### src/rtl/multi_var_divider_if.sv
// Control and output bundle for the multi-channel clock divider.
// The master drives enables, sync and divisors; the divider drives out and tick.
interface multi_var_divider_if #(
  parameter int W = 8,
  parameter int N = 2
);
  logic [N-1:0]   en;
  logic           sync;
  logic [N*W-1:0] div;
  logic [N-1:0]   out;
  logic [N-1:0]   tick;

  modport master (output en, sync, div, input out, tick);
  modport slave  (input en, sync, div, output out, tick);
endinterface

### src/rtl/multi_var_divider.sv
// N independent clk dividers (period div+1) with shadowed divisors, shared sync,
// and a one-cycle tick at each period start. Outputs are clk-domain data strobes.
module multi_var_divider #(
  parameter int W = 8,
  parameter int N = 2
) (
  input  logic                clk,
  input  logic                reset,
  multi_var_divider_if.slave  bus
);

  logic [N-1:0]   active;
  logic [W-1:0]   shadow [N];
  logic [W-1:0]   count  [N];
  logic [N-1:0]   out_q;
  logic [N-1:0]   tick_q;

  // Low-phase length ceil((s+1)/2), widened so s = 2^W-1 cannot overflow.
  function automatic logic [W:0] low_len(input logic [W-1:0] s);
    logic [W:0] d_plus1;
    d_plus1 = {1'b0, s} + (W+1)'(2);
    return d_plus1 >> 1;
  endfunction

  // NOTE: the per-channel arrays are a handful of flops, not a RAM, so they are
  // reset like any other state; a real memory array would be left unreset.
  always_ff @(posedge clk or negedge reset) begin
    if (!reset) begin
      for (int i = 0; i < N; i++) begin
        shadow[i] <= '0;
        count[i]  <= '0;
      end
      active <= '0;
      out_q  <= '0;
      tick_q <= '0;
    end else begin
      // NOTE: non-blocking assignments here so every channel reads the values
      // from before this edge, independent of loop or statement order.
      for (int i = 0; i < N; i++) begin
        if (!bus.en[i]) begin
          active[i] <= 1'b0;
          count[i]  <= '0;
          out_q[i]  <= 1'b0;
          tick_q[i] <= 1'b0;
        end else if (!active[i] || bus.sync || (count[i] == shadow[i])) begin
          // Start of period: the divisor is captured only here.
          active[i] <= 1'b1;
          shadow[i] <= bus.div[i*W +: W];
          count[i]  <= '0;
          out_q[i]  <= 1'b0;
          tick_q[i] <= 1'b1;
        end else begin
          count[i]  <= count[i] + W'(1);
          out_q[i]  <= (({1'b0, count[i]} + (W+1)'(1)) >= low_len(shadow[i]));
          tick_q[i] <= 1'b0;
        end
      end
    end
  end

  assign bus.out  = out_q;
  assign bus.tick = tick_q;

endmodule
### src/flat_wrapper.sv
// flat-port wrapper written by rule: the top's interface ports become plain ports
module multi_var_divider_flat 
#(
  parameter int W = 8,
  parameter int N = 2
)
  (clk, reset, bus_en, bus_sync, bus_div, bus_out, bus_tick);
  multi_var_divider_if #(.W(W), .N(N)) bus_i ();
  input  logic clk;
  input  logic reset;
  input wire logic [$bits(bus_i.en)-1:0] bus_en;
  input wire logic [$bits(bus_i.sync)-1:0] bus_sync;
  input wire logic [$bits(bus_i.div)-1:0] bus_div;
  output wire logic [$bits(bus_i.out)-1:0] bus_out;
  output wire logic [$bits(bus_i.tick)-1:0] bus_tick;
  assign bus_i.en = bus_en;
  assign bus_i.sync = bus_sync;
  assign bus_i.div = bus_div;
  assign bus_out = bus_i.out;
  assign bus_tick = bus_i.tick;
  multi_var_divider #(.W(W), .N(N)) u_core (.clk(clk), .reset(reset), .bus(bus_i));
endmodule
### config.mk
export PLATFORM = sky130hd
export DESIGN_NAME = multi_var_divider_flat
export DESIGN_NICKNAME = d
export VERILOG_FILES = /design/src/rtl/multi_var_divider_if.sv /design/src/rtl/multi_var_divider.sv /design/src/flat_wrapper.sv
export SDC_FILE = /design/constraint.sdc
export NUM_CORES = 1
export LEC_CHECK = 0
export CAP_MARGIN = 15
export CORE_UTILIZATION = 45
export CTS_CLUSTER_DIAMETER = 100
export CTS_CLUSTER_SIZE = 14
export DETAILED_ROUTE_END_ITERATION = 10
export HOLD_SLACK_MARGIN = 0.05
export PLACE_DENSITY = 0.63
export SYNTH_ARGS = -nofsm -noshare
export SYNTH_HDL_FRONTEND = slang
export SYNTH_SLANG_ARGS = --single-unit
### constraint.sdc
create_clock -name clk -period 4.64 [get_ports clk]
set_clock_uncertainty 0.2 [all_clocks]
set_input_delay 1.16 -clock clk [delete_from_list [all_inputs] [get_ports clk]]
set_output_delay 1.16 -clock clk [all_outputs]
set_load 0.02 [all_outputs]
==> metrics.cfg <==
[run_status]
status = completed

[timing]
hold_viol = 0
finalMaxSlewViolations = 0
fmax_mhz = 385.8
fin_ws_ps = 2048
setup_viol = 0
period_share_pct = 55.86
tightest_slew_ps = 808.1
rsz0062_at_grt = no
tns_ps = 0
whs_ps = 348.4
slew_headroom_pct = 46.12
period_needed_ps = 2592

[job]
drv_cap = 0

[routing]
antenna_left = 0
route.vias.total = 1456
vias_per_cell = 4.886
wl_per_cell_um = 13.65
wirelength_um = 4068
post-route-drc-count = 0
drt_iter0_drc = 41
dr.pass1.iters = 4

[place]
io_buffers = 24
dp.cells = 290
hpwl_um = 3137
pre_cts_ws_ps = 1796
postPlaceCellArea_um2 = 2571
gp_congestion = 0.7663

[floorplan]
core_um2 = 4786
start_util_pct = 47.69
boundaryPins = 25
rows = 25
dieArea_um2 = 5360
die_height_um = 73.22
die_x_um = 73.22

[setup_path]
critPathMaxFanout = 1
critical_path_arrival_ps = 1230
worst_r2r_path_depth = 8
r2r_slack_ps = 2220
startpoint = u_core.bus.tick[1]$_DFF_PN0_
r2r-end = u_core.bus.out[1]$_DFF_PN0_
crit_family = buffers and inverters
path_class = reg -> out
path_depth = 1
crit_slowest_cell = clkdlybuf4s50_1
required_ps = 3280
worstPathCellList = clkdlybuf4s50_1
endpoint_kind = output pin
critPathCapture = bus_tick[1]
start_kind = flop
cp_num_buf_inv = 1
max_stage_delay_ps = 600
r2r_start = u_core.count[0]$_DFF_PN0_

[pwr]
p_leak_nw = 1.307
max-vdd-ir-drop_v = 0.0001698
power_uw = 882.5
p_per_area_nw_per_um2 = 325.2

[synthesis]
yosys.area.top_type = dfrtp_1
synth_top_area_share_pct = 41.67
ys_seq_area_share_pct = 41.67
yosys.cell_types.count = 30
ys_seq_elements = 38
syn_avg_cell_area_um2 = 11.24
yosysWarningCount = 0
synthTopCellsByArea = dfrtp_1 (42%), ha_1 (11%), mux2_4 (11%), xor2_1 (10%), xnor2_1 (4.2%)
syn_nets = 244
postSynthCellCount = 203
syn_area_um2 = 2282

[layout]
finalInstanceArea_um2 = 2714
nets = 271
utilization_pct = 56.71
final_cell_mix = dfrtp_1 (38), xor2_1 (27), clkdlybuf4s50_1 (23), ha_1 (20), nand3_1 (17)
drive_gt1_share_pct = 12.55
area_delta_synth_final_pct = 18.91
fin_cells = 298
antenna_cells = 0
final_common_cell = dfrtp_1

[clock_network]
clkTransAtPathRegs_ps = 80
clock_sinks = 38
ctsHoldBuffers = 0
cts_tree = yes
post_cts_buffers = 0
htree_num_levels = 2
cts_max_path_buffers = 2
cts_root_buffer = clkbuf_8
insertion_delay_ps = 290
postCtsResizedCells = 0
cts_buffers = 5

[grt]
grt_max_degree = 39
grtUsageTotal_pct = 17.18
grt_pass1_wl_um = 6803
grt_pass1_vias = 1364
antenna_found_initial = 0
grt_overflow = 0

[worst_hold_path]
holdCritPathClass = reg -> reg
hold_start = u_core.shadow[0]$_DFFE_PN0P_

## flip-flops by register name, indices dropped and copies added, names as in the netlist
signal,cells
u_core.bus.out,2
u_core.count,16
u_core.active,2
u_core.bus.tick,2
u_core.shadow,16
## area by class of cell
cell class / count / area, um^2
Timing Repair Buffer: 24 / 235.2
Clock buffer: 6 / 82.58
Multi-Input combinational cell: 152 / 1267
Tap cell: 67 / 83.83
Fill cell: 420 / 2072
Sequential cell: 38 / 950.9
Inverter: 9 / 33.78
Clock inverter: 2 / 60.06
## cell usage after synthesis
cell type and number:
nand3_1 17, or2_2 1, a31oi_1 3, a211oi_1 2, nand4_1 1, xor2_1 27, ha_1 20, nor2b_1 15
nor4_1 3, buf_6 2, or3_1 1, o21a_1 1, inv_1 9, nor4_2 1, o2111ai_1 1, a21o_1 1
and3_1 2, nand2b_1 2, and3_2 1, dfrtp_1 38, nor2_1 10, xnor2_1 11, o21ai_0 2, mux2_4 16
clkbuf_1 2, nand2_1 8, a31o_2 1, a21bo_1 2, a211o_1 1, a21oi_1 2
## worst min-delay path by stage
stage	end	cells past startpoint
after global routing	u_core.shadow[8]$_DFFE_PN0P_	1
final	u_core.shadow[0]$_DFFE_PN0P_	1
after CTS	u_core.count[0]$_DFF_PN0_	1
after global placement	u_core.shadow[0]$_DFFE_PN0P_	1
after floorplan	u_core.count[0]$_DFF_PN0_	1
after detailed placement	u_core.shadow[0]$_DFFE_PN0P_	1
## metal layers
| layer | up-vias | track usage [%] | share of wire, % |
|---|---|---|---|
| li1 | 748 | - | - |
| met1 | 674 | 27.04 | 56 |
| met2 | 28 | 22.63 | 39 |
| met3 | 6 | 3.867 | 3.3 |
| met4 | 0 | 5.882 | 1.5 |
| met5 | - | 0 | 0 |
## cells by family (layout without fill, tap and decap cells)
kind of cell | Yosys count | in the layout | synth area share [%]
flip-flops | 38 | 38 | 41.67
AND/OR/NAND/NOR | 62 | 62 | 14.42
XOR/XNOR | 38 | 38 | 14.58
AO/OA/AOI/OAI | 16 | 16 | 5.044
multiplexers | 16 | 16 | 10.53
adder cells (fa/ha/maj) | 20 | 20 | 10.96
buffers and inverters | 13 | 41 | 2.796
## power by group
part / internal, mW / leakage (nW) / switching [mW]
registers: 0.353 / 0.486 / 0.0324
clock network: 0.229 / 0.0714 / 0.121
logic: 0.0885 / 0.750 / 0.0583
total: 0.671 / 1.31 / 0.212
Note: power is estimated with default switching activity, not from simulation.
==> RTL edit 1 (same settings) <==
`N` is set to 2 in 3 places; all go to 4.
--- a/src/rtl/multi_var_divider_if.sv
+++ b/src/rtl/multi_var_divider_if.sv
@@ -4,3 +4,3 @@
   parameter int W = 8,
-  parameter int N = 2
+  parameter int N = 4
 );
--- a/src/rtl/multi_var_divider.sv
+++ b/src/rtl/multi_var_divider.sv
@@ -4,3 +4,3 @@
   parameter int W = 8,
-  parameter int N = 2
+  parameter int N = 4
 ) (
--- a/src/flat_wrapper.sv
+++ b/src/flat_wrapper.sv
@@ -4,3 +4,3 @@
   parameter int W = 8,
-  parameter int N = 2
+  parameter int N = 4
 )
Ports: changed (resized bus_div, bus_en, bus_out and bus_tick); port bits go from 25 to 47. The function was not compared with the original's and may differ.
==> RTL edit 1 against the original RTL <==
First-iteration DRC count increased by 130%. Utilization down 2.8 points. Combinational power is 100% higher. Clock power increased by 28%. Die area up 97%. Synthesized area is 100% higher. Non-clock buffer count grew 22. Design area increased by 95%. Wire length rose by 110%. Sequential cell count increased by 38. Total power rose by 72%. Count of clock-buffer cells in the layout grew 4. Worst setup slack worse by 0.082 ns. Largest cell class unchanged.
==> RTL edit 1: results <==
metrics = {
    "run_status": {
        "status": "finished clean",
    },
    "grt": {
        "grt_max_degree": 77,
        "grt_pass1_wl_um": 14800,
        "grt_use_total_pct": 18.4,
        "use_met1_pct": 25.2,
        "grt_use_met2_pct": 29.2,
        "grt_pass1_vias": 3067,
        "gr-usage-met3_pct": 3.05,
    },
    "finish": {
        "fillers": 920,
        "clk_share_pct": 3.19,
        "top_regs": "u_core.count (32), u_core.shadow (32)",
        "n_clock_buffer": 10,
        "regArea_mm2": 0.00190,
        "n_all_inverters": 17,
        "nNonClkBuffers": 46,
        "multi_input_gates": 309,
        "buf_share_pct": 8.64,
        "layout.nets": 538,
        "multi_input_area_share_pct": 47.9,
        "post_route_cells_drive_above_1_share_pct": 11.2,
    },
    "worst_setup_path": {
        "rrSetupSlack_ns": 2.26,
        "endpoint": "bus_tick[0]",
        "slowest_stage": "clkdlybuf4s50_1",
        "crit_arrival_ns": 1.31,
        "rr_endpoint": "u_core.bus.out[1]",
        "path_max_fanout": 1,
        "r2r_start": "u_core.count[16]",
        "startpoint": "u_core.bus.tick[0]",
    },
    "yosys": {
        "synth_common_cells": "dfrtp_1, xor2_1, ha_1, nand3_1, mux2_4",
        "synth_nets": 489,
        "synth.area.top_cells": "dfrtp_1, ha_1, xor2_1",
        "synth-main-ff-cell": "dfrtp_1",
    },
    "detailed_routing": {
        "wl_met3_um": 241,
        "detail_route.iter0.violations": 95,
        "wl_met2_um": 3960,
        "vias": 3006,
        "top_layer_used": "met4",
        "met1_length_um": 4370,
        "wl_per_cell_um": 14.6,
        "dr.pass1.iters": 4,
    },
    "cts": {
        "cts_buffers": 9,
        "cts_sinks": 76,
        "cts.path.max_buffers": 2,
        "clkLatencyLatePin_ns": 0.35,
        "cts_htree_levels": 3,
        "cts-root-buf": "clkbuf_8",
        "post_cts_resized": 0,
    },
    "pwr": {
        "p_leak_uw": 0.00258,
        "ir_worst_vdd_uv": 152,
    },
    "placement": {
        "portBuffers": 46,
        "place_hpwl_um": 6470,
        "place_congestion": 0.795,
    },
    "timing": {
        "slew_headroom_pct": 36.4,
    },
    "min_path": {
        "hold_start": "u_core.shadow[8]",
    },
}
[RTL edit 1: cell count changes in the layout (fill, tap and decap cells not counted), moves of 4 or more]
cell / unedited run / this run
mux2_4: 16 / 32
clkdlybuf4s50_1: 23 / 45
and3_1: 2 / 9
inv_1: 9 / 17
nand3_1: 17 / 33
nor4_1: 3 / 7
xor2_1: 27 / 56
ha_1: 20 / 40
dfrtp_1: 38 / 76
nand2_1: 8 / 23
nor2b_1: 15 / 29
xnor2_1: 11 / 20
a21oi_1: 2 / 8
nor2_1: 10 / 19
[RTL edit 1: how the worst min path moves through the flow]
stage | slack [ns] | cells after the start | end
floorplan | 0.30 | 1 | u_core.shadow[0]
global placement | 0.32 | 1 | u_core.shadow[8]
detailed placement | 0.33 | 1 | u_core.shadow[24]
global route | 0.36 | 1 | u_core.shadow[8]
finish | 0.35 | 1 | u_core.shadow[8]
CTS | 0.35 | 1 | u_core.shadow[24]
[RTL edit 1: logic make-up (layout without fill, tap and decap cells)]
logic type / after synthesis / in the layout / share of synthesized area (%)
fa+ha+maj: 40 / 40 / 11.0
xor+xnor: 76 / 76 / 14.6
flops: 76 / 76 / 41.7
simple gates: 129 / 129 / 14.6
compound gates: 32 / 32 / 4.93
buf+inv: 25 / 79 / 2.71
mux: 32 / 32 / 10.5
[RTL edit 1: through the flow]
stage	power [uW]	setup slack, ns	hold slack (ns)	instance area, um2	instances
after floorplan	983	2.46	0.302	4560	410
after global placement	1070	1.57	0.323	5130	581
after detailed placement	1090	1.54	0.328	5130	581
after CTS	1540	1.91	0.350	5300	597
after global routing	1610	1.89	0.362	5300	597
final	1520	1.97	0.347	5300	597
[RTL edit 1: power by group]
group | internal, uW | total, uW | switching (uW)
Combinational | 174 | 296 | 122
Clock | 193 | 451 | 258
Sequential | 705 | 773 | 67.5
==> RTL edit 2 (same settings) <==
Without the edit above. Make the reset (`reset`) synchronous in one clocked block.
--- a/src/rtl/multi_var_divider.sv
+++ b/src/rtl/multi_var_divider.sv
@@ -26,3 +26,3 @@
   // reset like any other state; a real memory array would be left unreset.
-  always_ff @(posedge clk or negedge reset) begin
+  always_ff @(posedge clk) begin
     if (!reset) begin
Formal check against the unedited RTL: differs if reset is asserted again (counterexample within 4 cycles, from zero or initial values and one cycle with reset low); with reset held inactive, the same outputs for 10 cycles.
==> RTL edit 2 against the original RTL <==
Design area increased by 8.5%. Sequential cell count stayed put. Worst setup slack worse by 0.38 ns. Die area increased by 11%. Total power decreased by 13%. Wire length up 16%. Cell count is 21% higher. Register-to-register slack got worse by 0.42 ns. Highest routed layer unchanged. Synthesized area up 11%.
==> RTL edit 2: results <==
metrics = {
    "finish": {
        "layout.nets": 330,
        "n_antenna_cell": 0,
        "post_route_cells_drive_above_1_share_pct": 7.93,
        "top_regs": "u_core.count (16), u_core.shadow (16)",
    },
    "worst_setup_path": {
        "crit_arrival_ns": 2.72,
        "slowest_stage": "a21oi_4",
        "crit_family": "compound AO/OA/AOI/OAI gates",
        "path_max_fanout": 27,
        "slowest_delay_ns": 0.56,
    },
    "placement": {
        "place_hpwl_um": 3610,
        "place_congestion": 0.782,
        "dpl_cell_area_mm2": 0.00286,
        "portBuffers": 24,
    },
    "grt": {
        "grt_use_total_pct": 17.4,
        "grt_max_degree": 28,
        "grt_pass1_vias": 1769,
        "grt_pass1_wl_um": 8140,
        "antenna_found_initial": 0,
    },
    "cts": {
        "cts_buffers": 5,
        "cts.path.max_buffers": 2,
        "cts_setup_buffers": 0,
        "post_cts_resized": 0,
        "path_clk_slew_ns": 0.07,
        "clkLatencyLatePin_ns": 0.28,
        "cts_htree_levels": 2,
        "cts-root-buf": "clkbuf_8",
    },
    "yosys": {
        "synth_common_cells": "nand2_1, edfxtp_1, xor2_1, ha_1",
        "ys_types": 33,
        "synth.area.top_cells": "edfxtp_1, xor2_1, ha_1",
        "synth_seq_area_share_pct": 42.7,
        "yosysWarnings": 0,
        "synth_edf_count": 32,
        "ys_async_sr_fraction_pct": 0,
    },
    "pwr": {
        "p_leak_uw": 0.00124,
        "ir_worst_vdd_uv": 142,
    },
    "timing": {
        "final-max-slew-violation-count": 0,
        "hold_violations": 0,
        "worstMarginPinSlew_ns": 0.714,
    },
    "detailed_routing": {
        "detail_route.iter0.violations": 82,
        "wl_per_cell_um": 13.1,
        "met1_length_um": 2520,
        "wl_met2_um": 1950,
        "dr.pass1.iters": 4,
        "viasPerCell": 5.05,
        "wl_met3_um": 200,
        "top_layer_used": "met4",
    },
    "run_status": {
        "status": "finished clean",
    },
    "min_path": {
        "hp-class": "reg -> reg",
    },
}
RTL edit 2: worst paths after layout:
check | from | to | slack, ns | cells after the start
worst min register to register | u_core.active[1] | u_core.bus.out[1] | 0.44 | 3
worst min-delay path | u_core.active[1] | u_core.bus.out[1] | 0.44 | 3
worst max-delay path | bus_sync | u_core.shadow[0][5] | 1.67 | 4
worst max register to register | u_core.count[1][0] | u_core.shadow[0][9] | 1.80 | 5
RTL edit 2: cells by family after synthesis:
logic type,after synthesis,share of synthesized area [%]
simple gates,102,20.5
xor+xnor,38,13.1
flops,38,42.7
compound gates,34,9.89
fa+ha+maj,20,9.89
buf+inv,17,3.71
other cells,1,0.148
RTL edit 2: metal layers:
metal / GRT usage (%) / vias up
met4: 5.47 / 0
li1: - / 956
met5: 0 / -
met2: 25.8 / 41
met3: 3.69 / 5
met1: 25.3 / 816
RTL edit 2: per-stage QoR:
stage               setup slack (ns)  hold slack (ns)  instances
detailed placement              1.37            0.431        352
global route                    1.54            0.458        360
CTS                             1.68            0.443        360
finish                          1.67            0.443        360
global placement                1.42            0.433        352
floorplan                       2.14            0.446        265
RTL edit 2: tightest hold or removal path, delay by kind of cell (launching register included):
family / cells / cell delay, ns
AOI/OAI and AO/OA: 2 / 0.23
DFF: 1 / 0.30
and+or+nand+nor: 1 / 0.07
RTL edit 2: layout make-up:
class                           count  area [um2]
Multi-Input combinational cell    210        1410
Timing Repair Buffer               25         248
Clock inverter                      2        10.0
Inverter                            9        33.8
Sequential cell                    38        1080
Clock buffer                        6        72.6
Fill cell                         496        2320
Tap cell                           70        87.6
RTL edit 2: report_power, final:
group	internal, uW	switching, uW	total [uW]
logic	64.9	68.4	133
registers	393	24.3	418
clock network	104	113	217
total	562	205	768
